$ cat src/rtl/pc_sequencer.sv
// pc_sequencer: fetch-stage program counter with a circular return-address stack.
// Each cycle IADDR either increments, jumps, branches PC-relative, calls (push),
// returns (pop), or holds. stall freezes everything, including the error flag.
module pc_sequencer #(
  parameter int ADDR_W    = 32,
  parameter int STEP      = 1,
  parameter int RESET_VEC = 0,
  parameter int RAS_DEPTH = 4
) (
  input  logic                           clk,
  input  logic                           RST,
  input  logic                           stall,
  input  logic [2:0]                     ctrl,
  input  logic [ADDR_W-1:0]              jump,
  input  logic [ADDR_W-1:0]              offset,
  output logic [ADDR_W-1:0]              IADDR,
  output logic [$clog2(RAS_DEPTH+1)-1:0] ras_count,
  output logic                           ras_empty,
  output logic                           ras_full,
  output logic                           ras_err
);

  localparam int CNT_W = $clog2(RAS_DEPTH + 1);
  localparam int PTR_W = $clog2(RAS_DEPTH);

  localparam logic [ADDR_W-1:0] STEP_V  = ADDR_W'(STEP);
  localparam logic [ADDR_W-1:0] RESET_V = ADDR_W'(RESET_VEC);
  localparam logic [CNT_W-1:0]  CNT_MAX = CNT_W'(RAS_DEPTH);
  localparam logic [PTR_W-1:0]  PTR_MAX = PTR_W'(RAS_DEPTH - 1);

  localparam logic [2:0] OP_INC    = 3'b000;
  localparam logic [2:0] OP_JUMP   = 3'b001;
  localparam logic [2:0] OP_BRANCH = 3'b010;
  localparam logic [2:0] OP_CALL   = 3'b011;
  localparam logic [2:0] OP_RET    = 3'b100;
  localparam logic [2:0] OP_HOLD   = 3'b101;

  // Architectural state
  logic [ADDR_W-1:0] pc_reg, pc_next;
  logic [PTR_W-1:0]  tp_reg, tp_next;
  logic [CNT_W-1:0]  count_reg, count_next;
  logic              err_reg, err_next;

  // Return-address storage; contents are not reset, only the pointer/count are
  logic [ADDR_W-1:0] ras_mem [RAS_DEPTH];

  logic              push;
  logic [PTR_W-1:0]  tp_inc;
  logic [PTR_W-1:0]  tp_dec;
  logic [ADDR_W-1:0] ret_addr;

  // Circular pointer neighbours; the depth need not be a power of two
  always_comb begin
    tp_inc   = (tp_reg == PTR_MAX) ? '0 : tp_reg + PTR_W'(1);
    tp_dec   = (tp_reg == '0) ? PTR_MAX : tp_reg - PTR_W'(1);
    ret_addr = pc_reg + STEP_V;
  end

  // Next-state decode of ctrl; stall or reserved codes leave all state as-is
  always_comb begin
    pc_next    = pc_reg;
    tp_next    = tp_reg;
    count_next = count_reg;
    err_next   = err_reg;
    push       = 1'b0;
    if (!stall) begin
      case (ctrl)
        OP_INC:    pc_next = pc_reg + STEP_V;
        OP_JUMP:   pc_next = jump;
        OP_BRANCH: pc_next = pc_reg + offset;
        OP_CALL: begin
          // A full stack silently drops its oldest entry: the slot at tp is
          // the oldest one when full, so the push overwrites it naturally.
          push    = 1'b1;
          pc_next = jump;
          tp_next = tp_inc;
          if (count_reg == CNT_MAX) begin
            err_next = 1'b1;
          end else begin
            count_next = count_reg + CNT_W'(1);
          end
        end
        OP_RET: begin
          // Popping an empty stack keeps IADDR and only raises the error flag
          if (count_reg == '0) begin
            err_next = 1'b1;
          end else begin
            pc_next    = ras_mem[tp_dec];
            tp_next    = tp_dec;
            count_next = count_reg - CNT_W'(1);
          end
        end
        OP_HOLD: pc_next = pc_reg;
        default: pc_next = pc_reg;
      endcase
    end
  end

  // State register with asynchronous reset to the reset vector and an empty stack
  always_ff @(posedge clk or posedge RST) begin
    if (RST) begin
      pc_reg    <= RESET_V;
      tp_reg    <= '0;
      count_reg <= '0;
      err_reg   <= 1'b0;
    end else begin
      pc_reg    <= pc_next;
      tp_reg    <= tp_next;
      count_reg <= count_next;
      err_reg   <= err_next;
    end
  end

  // Stack write port; a write during reset is harmless since contents are discarded
  always_ff @(posedge clk) begin
    if (push) begin
      ras_mem[tp_reg] <= ret_addr;
    end
  end

  // Status outputs decoded from registered state
  always_comb begin
    IADDR     = pc_reg;
    ras_count = count_reg;
    ras_empty = (count_reg == '0);
    ras_full  = (count_reg == CNT_MAX);
    ras_err   = err_reg;
  end

endmodule

$ cat config.mk
export PLATFORM = sky130hd
export DESIGN_NAME = pc_sequencer
export DESIGN_NICKNAME = d
export VERILOG_FILES = /design/src/rtl/pc_sequencer.sv
export SDC_FILE = /design/constraint.sdc
export NUM_CORES = 1
export LEC_CHECK = 0
export ABC_AREA = 1
export BUFFER_PORTS_ARGS = -buffer_cell sky130_fd_sc_hd__buf_4
export CAP_MARGIN = 0
export CORE_MARGIN = 2
export CORE_UTILIZATION = 45
export CTS_CLUSTER_SIZE = 20
export DETAILED_ROUTE_END_ITERATION = 10
export PLACE_DENSITY = 0.71
export SYNTH_ARGS = -nofsm -noshare
export SYNTH_HDL_FRONTEND = slang
export SYNTH_SLANG_ARGS = --single-unit
$ cat constraint.sdc
create_clock -name clk -period 6.9 [get_ports clk]
set_input_delay 1.035 -clock clk [delete_from_list [all_inputs] [get_ports clk]]
set_output_delay 1.035 -clock clk [all_outputs]
set_load 0.01 [all_outputs]
# Yosys cells after proc, flatten, opt, wreduce, memory -nomap -nowiden
# Memory sizes are Yosys's and may differ from the RTL's.
# Index checks and enable logic that the tools add are counted.
# op_classes
add_sub_neg	6
eq_ne	10
muxes	16
bitwise	1
n_reduce_logical	10
# op_table
operator	n
32-bit one-hot mux with 4 select lines	1
32-bit by 1-bit adder with 32-bit output, second input constant	1
32-bit adder	1
32-bit 2-to-1 mux	1
2-bit != test, second input constant	4
4-bit AND reduction	2
3-bit by 2-bit == test with 1-bit output, second input constant	2
3-bit == test, second input constant	2
3-bit zero test	2
1-bit 2-to-1 mux	6
2-bit 2-to-1 mux	3
3-bit 2-to-1 mux	2
3-bit one-hot mux with 2 select lines	1
3-bit AND reduction	2
2-bit one-hot mux with 2 select lines	1
4-bit nonzero test	1
3-bit by 1-bit adder with 3-bit output, second input constant	1
3-bit by 1-bit == test with 1-bit output, second input constant	1
3-bit by 1-bit subtractor with 3-bit output, second input constant	1
2-bit by 1-bit adder with 2-bit output, second input constant	1
2-bit == test, second input constant	1
2-bit zero test	1
1-bit one-hot mux with 2 select lines	1
2-bit nonzero test	1
3 further kinds	3
# totals
reg_bits	38
ram_bits	128
inputBits	70
output_inout_bits	38
elab_cells	48
mem_count	1
# memory_table
memory	depth	width	rd	rd_clocked_by_memory_dff	write_ports	line_no	text
ras_mem	4	32	1	0	1	45	logic [ADDR_W-1:0] ras_mem [RAS_DEPTH];

# Depth between registers and ports, before layout
# Gate-level depths: netlist of run 1.
# logic_depth
ltp_word	5
depth_mapped	15
mapped_depth_nobuf	15

# Worst setup path after synthesis of run 1
# No wires, ideal clock.
# synth_path
kind	input to register
start	in ctrl[1]
end	mem ras_mem[0][0] (enable)
setup_ps	421
t_arrival_ps	2853
required_time_ps	6479
path_slack_ps	3626
cell_stages	4
n_path_buf	0
path_cell_list	inv_1 -> nor3_1 -> nand2_1 -> nor2_1
# synth_via
elab_chain_len	5
# synth_lines
item	line_no	text
start, declared	13	input logic [2:0] ctrl,
3-bit by 2-bit == test with 1-bit output	67	case (ctrl)
1-bit 2-to-1 mux	67	
1-bit 2-to-1 mux	66	if (!stall) begin
1-bit 2-to-1 mux	116	if (push) begin
1-bit 2-to-1 mux (not written as such)	117	ras_mem[tp_reg] <= ret_addr;
end, declared	45	
# No other way between the ends.

# Worst setup path after layout of run 1
# layout_path
start	in ctrl[1]
end	reg pc_reg[14], in the netlist IADDR[14]
# layout_via
elab_chain_len	4
word_cells_on_any_way	10
cone_classes	5 x eq/ne; 1 x mux; 4 x reduce/logical
# layout_lines
item	line_no	text
3-bit by 2-bit == test with 1-bit output / 3-bit by 1-bit == test with 1-bit output (equally long branches)	67	
2-bit OR reduction (no line)	n/a	
4-bit nonzero test (no line)	n/a	
3-bit AND reduction (no line)	n/a	
end signal, assigned	107	pc_reg <= pc_next;
end, declared	39	logic [ADDR_W-1:0] pc_reg, pc_next;
# Several ways; a longest one is shown, not always the timed one.
# A chain may end at the register's enable or synchronous reset.

==> results of run 1 <==
==> critical path, delay by kind of cell <==
family / cells / cell delay (ns)
compound gates: 2 / 0.31
simple gates: 5 / 0.93
buf+inv: 4 / 1.16
==> synthesized netlist by cell type, types with 3 or more instances <==
cell      count  area [µm²]
xnor2_2       4       65.06
inv_2         7       26.28
o21ai_0      51       255.2
nand2_1     456        1712
nor3_2        9       90.09
xor2_1       22       192.7
nand3b_1      7       52.55
a21boi_1      3       22.52
inv_1       156       585.6
buf_2        22       110.1
clkbuf_1     10       37.54
o21bai_1      4       30.03
ha_1         36       450.4
buf_4         4       30.03
or2_2         7       43.79
nand4_1       8       50.05
nor3_4        3       48.80
nor2_1       89       334.1
nor3_1       16       80.08
a211oi_1      5       37.54
edfxtp_1    128        3844
dfrtp_1      38       950.9
a31oi_1       4       25.02
o21ai_1      11       55.05
nor2_4        5       56.30
xnor2_1       3       26.28
nand3_1      94       470.5
o22ai_1       8       50.05
nand2_2       6       37.54
nor2_2        4       25.02
a21oi_1      86       430.4
==> power by group through the flow <==
stage | Sequential [W] | Combinational, W | Clock, W
after floorplan | 0.00139 | 0.00117 | 0
after global placement | 0.00142 | 0.00168 | 0
after detailed placement | 0.00142 | 0.00170 | 0
after CTS | 0.00140 | 0.00171 | 0.00100
after global routing | 0.00142 | 0.00193 | 0.00105
final | 0.00141 | 0.00173 | 0.00100
==> layout make-up <==
type	count	area (µm²)
fillers	2111	10580
multi-input cells	961	4857
flip-flops and latches	166	4795
repair buffers	118	885.9
inverters	163	611.8
clock buffers	21	450.4
well taps	285	356.6
clock inverters	11	173.9
==> through the flow <==
| stage | power (W) | std cells | setup WS [ns] | hold WS [ns] | util (%) |
|---|---|---|---|---|---|
| final | 0.004138 | 1725 | 3.765 | 0.4671 | 53.42 |
| after global placement | 0.003095 | 1693 | 3.462 | 0.4600 | 50.67 |
| after floorplan | 0.002560 | 1328 | 3.626 | 0.5025 | - |
| after CTS | 0.004121 | 1725 | 3.809 | 0.4729 | 53.42 |
| after global routing | 0.004403 | 1725 | 3.504 | 0.5000 | 53.42 |
| after detailed placement | 0.003124 | 1693 | 3.369 | 0.4586 | 50.67 |
==> placed cells by master (no fill, tap or decap), drive strengths merged, types with 21 or more instances in the layout <==
master / count
ha: 36
nand3: 97
o21ai: 64
edfxtp: 128
nand2: 462
buf: 118
nor2: 98
xor2: 23
dfrtp: 38
inv: 164
a21oi: 86
nor3: 28
clkbuf: 21
==> routing by layer <==
metal	global-route usage (%)	wire length [µm]
met5	0	0
met4	8.301	758
met3	3.600	2494
met2	42.23	14480
met1	36.13	13310
==> worst paths after layout <==
check                                 startpoint                       end  slack (ns)  cells after the start
setup / recovery                         ctrl[1]     IADDR[14]$_DFFE_PP0P_        3.77                     11
hold / removal               ras_err$_DFFE_PP0P_       ras_err$_DFFE_PP0P_        0.47                      2
setup reg to reg           tp_reg[0]$_DFFE_PP0P_     IADDR[11]$_DFFE_PP0P_        4.27                     12
hold reg to reg              ras_err$_DFFE_PP0P_       ras_err$_DFFE_PP0P_        0.47                      2
max in group asynchronous                    RST  ras_count[0]$_DFFE_PP0P_        5.50                      2
min in group asynchronous                    RST     IADDR[31]$_DFFE_PP0P_        0.82                      2
==> kinds of logic after synthesis <==
kind of cell	Yosys count	share of synthesized area, %
muxes	1	0.09578
AOI/OAI and AO/OA	184	9.565
buffers and inverters	201	7.770
xor gates and xnor gates	30	2.873
DFF	166	45.88
and+or+nand+nor	708	29.13
adders and majority gates	38	4.693
==> impl_metrics.yaml, run 1 <==
yosys:
  yosysSeqAreaShare_pct: 45.88
  syn_inst: 1328
  yosys_register_bits: 166
  synth-async-reset-ratio_pct: 22.89
  synthDistinctLibCells: 46
  synthesis.area_um2: 10450
  synth_nets: 1436
  synth-main-ff-cell: "edfxtp_1"
  synth_edf_count: 128
  syn_area_per_cell_um2: 7.870
  yosys_warnings: 0
sta:
  period_needed_ns: 3.135
  tns_ns: 0
  fin_skew_ns: 0.01222
  max-slew-margin-rel_pct: 38.81
  final.period_utilization_pct: 45.43
  slew_violations: 0
  worstMarginPinSlew_ns: 0.9179
  rsz0062_at_grt: "no"
  setup_viol: 0
  fmax_mhz: 319.0
  final_hold_viol_count: 0
clocking:
  insertion_delay_ns: 0.42
  cts-resized-gates: 0
  cts-hold-fix-buffers: 0
  cts_sinks: 166
  cts_tree: "done"
  cts_setup_buffers: 0
  cts_root_buf: "clkbuf_16"
  numCtsBuffers: 17
  clockBufferDepth: 2
  clk_pin_slew_worst_paths_ns: 0.06
  htree_levels: 4
floorplanning:
  boundaryPins: 108
  dieHeight_um: 156.4
  num_rows: 55
  initial_core_util_pct: 46.02
  die_width_um: 156.4
  fp.dieArea_um2: 24460
  fp.coreArea_um2: 22710
power_and_ir_drop:
  p_per_area_nw_per_um2: 341.1
  swShare_pct: 41.05
  clkPwrFrac_pct: 24.2
  internal-power_w: 0.002439
  ir_worst_vdd_uv: 234.6
  leakagePower_nw: 5.467
  combPwrFrac_pct: 41.7
  seqPwrFrac_pct: 34.1
  p_sw_w: 0.001699
layout:
  top_register: "ras_mem"
  drive_gt1_share_pct: 14.17
  synthToLayoutAreaGrowth_pct: 16.07
  largest_register_ffs: 128
  stdcell_area_um2: 12130
  final_nets: 1535
  antennaDiodeCount: 0
setup_path:
  cp_max_fo: 38
  critPathRequiredTime_ns: 7.21
  end_kind: "flip-flop"
  cp_slowest_cell: "inv_2"
  crit_path_max_incr_delay_ns: 0.69
  crit_chain: "buf_4 -> inv_1 -> nand3_2 -> inv_2 -> nand2_2 -> nand3_4 -> inv_2 -> nand2_1 -> a21oi_1 -> nand3_1 -> o21a_1"
  critical_path_class: "in2reg"
  start_kind: "input pin"
  crit_arrival_ns: 3.45
  crit_path_frequent_cell: "inv_2"
route:
  wire_per_inst_um: 17.99
  route.detailed.drc: 0
  drt-initial-drc-count: 935
  ant_nets: 0
  postRouteWirelength_um: 31040
  via_per_inst: 5.413
  firstDrtPassIters: 5
  route.vias.total: 9338
outcome:
  outcome: "complete, no violations"
placement:
  io_buffers: 107
  gp_congestion: 0.9714
  dp_hpwl_um: 22430
  dpl_cell_area_um2: 11510
grt:
  antenna_found_initial: 0
  grt_pass1_wl_um: 48040
  grt_max_degree: 66
  overflow: 0
  grt_usage_pct: 25.99
  grt_pass1_vias: 8771
worst_hold_path:
  hp-class: "reg2reg"
run:
  maxCapViolCount: 0
Note: power is estimated with default switching activity, not from simulation.
==> run 2, diff against run 1 <==
==> constraint.sdc (replaced) <==
create_clock -name clk -period 2.9 [get_ports clk]
set_input_delay 0.435 -clock clk [delete_from_list [all_inputs] [get_ports clk]]
set_output_delay 0.435 -clock clk [all_outputs]
set_load 0.01 [all_outputs]
==> impl_metrics.yaml, run 2 (same netlist as run 1, synthesis figures left out) <==
placement:
  io_buffers: 107
  gp_congestion: 1.053
  place_ws_ns: 0.4503
  dp_hpwl_um: 24070
sta:
  setup_ws_ns: 0.4237
  fmax_mhz: 403.8
  worstMarginPinSlew_ns: 0.9632
  rsz0062_at_grt: "no"
  period_needed_ns: 2.476
  tns_ns: 0
  setup_viol: 0
  final.period_utilization_pct: 85.39
  max-slew-margin-rel_pct: 35.69
  slew_violations: 0
  holdWs_ns: 0.1973
  final_hold_viol_count: 0
  fin_skew_ns: 0.01333
route:
  firstDrtPassIters: 5
  via_per_inst: 5.511
  route.detailed.drc: 0
  postRouteWirelength_um: 32630
  drt-initial-drc-count: 929
  ant_nets: 0
  wire_per_inst_um: 18.73
  route.vias.total: 9600
layout:
  fillers: 2113
  antennaDiodeCount: 0
  fin_util_pct: 54.10
  layout_common_cells: "nand2_1 (455), inv_1 (155), buf_4 (134), edfxtp_1 (128), nand3_1 (94)"
  final_nets: 1552
  final_common_cell: "nand2_1"
  top_register: "ras_mem"
  drive_gt1_share_pct: 15.37
  synthToLayoutAreaGrowth_pct: 17.56
  largest_register_ffs: 128
grt:
  grt_usage_pct: 27.67
  overflow: 0
  antenna_found_initial: 0
  grt_max_degree: 39
  grt_pass1_vias: 9317
  grt_pass1_wl_um: 50830
floorplanning:
  fp.coreArea_um2: 22710
  num_rows: 55
  dieHeight_um: 156.4
  boundaryPins: 108
  fp.dieArea_um2: 24460
  initial_core_util_pct: 46.02
  die_width_um: 156.4
power_and_ir_drop:
  p_per_area_nw_per_um2: 823.3
  power.total_w: 0.01012
  ir_worst_vdd_uv: 378.4
  leakagePower_nw: 5.559
run:
  maxCapViolCount: 0
worst_hold_path:
  hp-start: "stall"
  hold-path-endpoint: "ras_err$_DFFE_PP0P_"
  min_delay_path_depth: 2
  hp-class: "in2reg"
outcome:
  outcome: "complete, no violations"
setup_path:
  rrSetupSlack_ns: 0.42
  critical_path_class: "reg2reg"
  critPathRequiredTime_ns: 3.22
  end_kind: "flip-flop"
  startpoint: "tp_reg[0]$_DFFE_PP0P_"
  start_kind: "flip-flop"
  r2r_end: "IADDR[11]$_DFFE_PP0P_"
  r2r_start: "tp_reg[0]$_DFFE_PP0P_"
  reg2reg_depth: 11
  cp_max_fo: 17
  crit_arrival_ns: 2.79
clocking:
  numCtsBuffers: 17
  cts_tree: "done"
  cts_sinks: 166
  cts-resized-gates: 0
  clk_pin_slew_worst_paths_ns: 0.07
  insertion_delay_ns: 0.43
  cts-hold-fix-buffers: 0
  cts_setup_buffers: 0
  cts_root_buf: "clkbuf_16"
  htree_levels: 4
  clockBufferDepth: 2
## run 2: cell count changes in the layout (fill, tap and decap cells not counted)
cell	change
clkinv_2	-1
clkinv_4	-1
clkbuf_1	-3
buf_4	+16
inv_8	+2
inv_6	+2
clkbuf_8	-1
clkinvlp_4	+2
buf_12	+1
## run 2: worst max-delay path, stage by stage (launching register included)
cell and delay [ns]:
dfrtp_1 0.42, inv_1 0.13, ha_1 0.26, inv_1 0.12, nand2_2 0.26, or2_2 0.37
o21ai_0 0.08, o22ai_1 0.10, a22oi_1 0.37, nand3_1 0.12, nand2_1 0.08, o21ai_1 0.06
## run 2: how the worst max path moves through the flow
stage | endpoint | cells past startpoint
2_1_floorplan | ras_mem[0][0]$_DFFE_PP_ | 4
4_1_cts | IADDR[11]$_DFFE_PP0P_ | 11
5_1_grt | IADDR[11]$_DFFE_PP0P_ | 11
3_3_place_gp | IADDR[14]$_DFFE_PP0P_ | 9
3_5_place_dp | IADDR[11]$_DFFE_PP0P_ | 11
6_report | IADDR[11]$_DFFE_PP0P_ | 11
## run 2: layout make-up
| type | count | area, µm² | area share, % |
|---|---|---|---|
| multi-input combinational | 961 | 4857 | 39.53 |
| sequential | 166 | 4795 | 39.02 |
| timing repair buffer | 135 | 1026 | 8.350 |
| inverter | 163 | 611.8 | 4.980 |
| clock buffer | 17 | 425.4 | 3.462 |
| tap | 285 | 356.6 | 2.902 |
| clock inverter | 15 | 215.2 | 1.752 |
## run 2: per-stage QoR
step / cell area [µm²] / instances
3_3_place_gp: 11650 / 1710
2_1_floorplan: 10450 / 1328
6_report: 12290 / 1742
5_1_grt: 12290 / 1742
4_1_cts: 12290 / 1742
3_5_place_dp: 11650 / 1710
## run 2: metal layers
layer	wire length [µm]	share of wire (%)	global-route usage [%]
met4	1119	3.4	11.49
met3	2640	8.1	3.406
met5	0	0	0
met1	13850	42	37.79
met2	15020	46	44.77
## run 2: report_power, final
group          internal [W]  total [W]  switching (W)  leakage [nW]
combinational       0.00149    0.00440        0.00291          3.64
sequential          0.00295    0.00327       0.000321          1.61
clock               0.00146    0.00245       0.000982         0.308
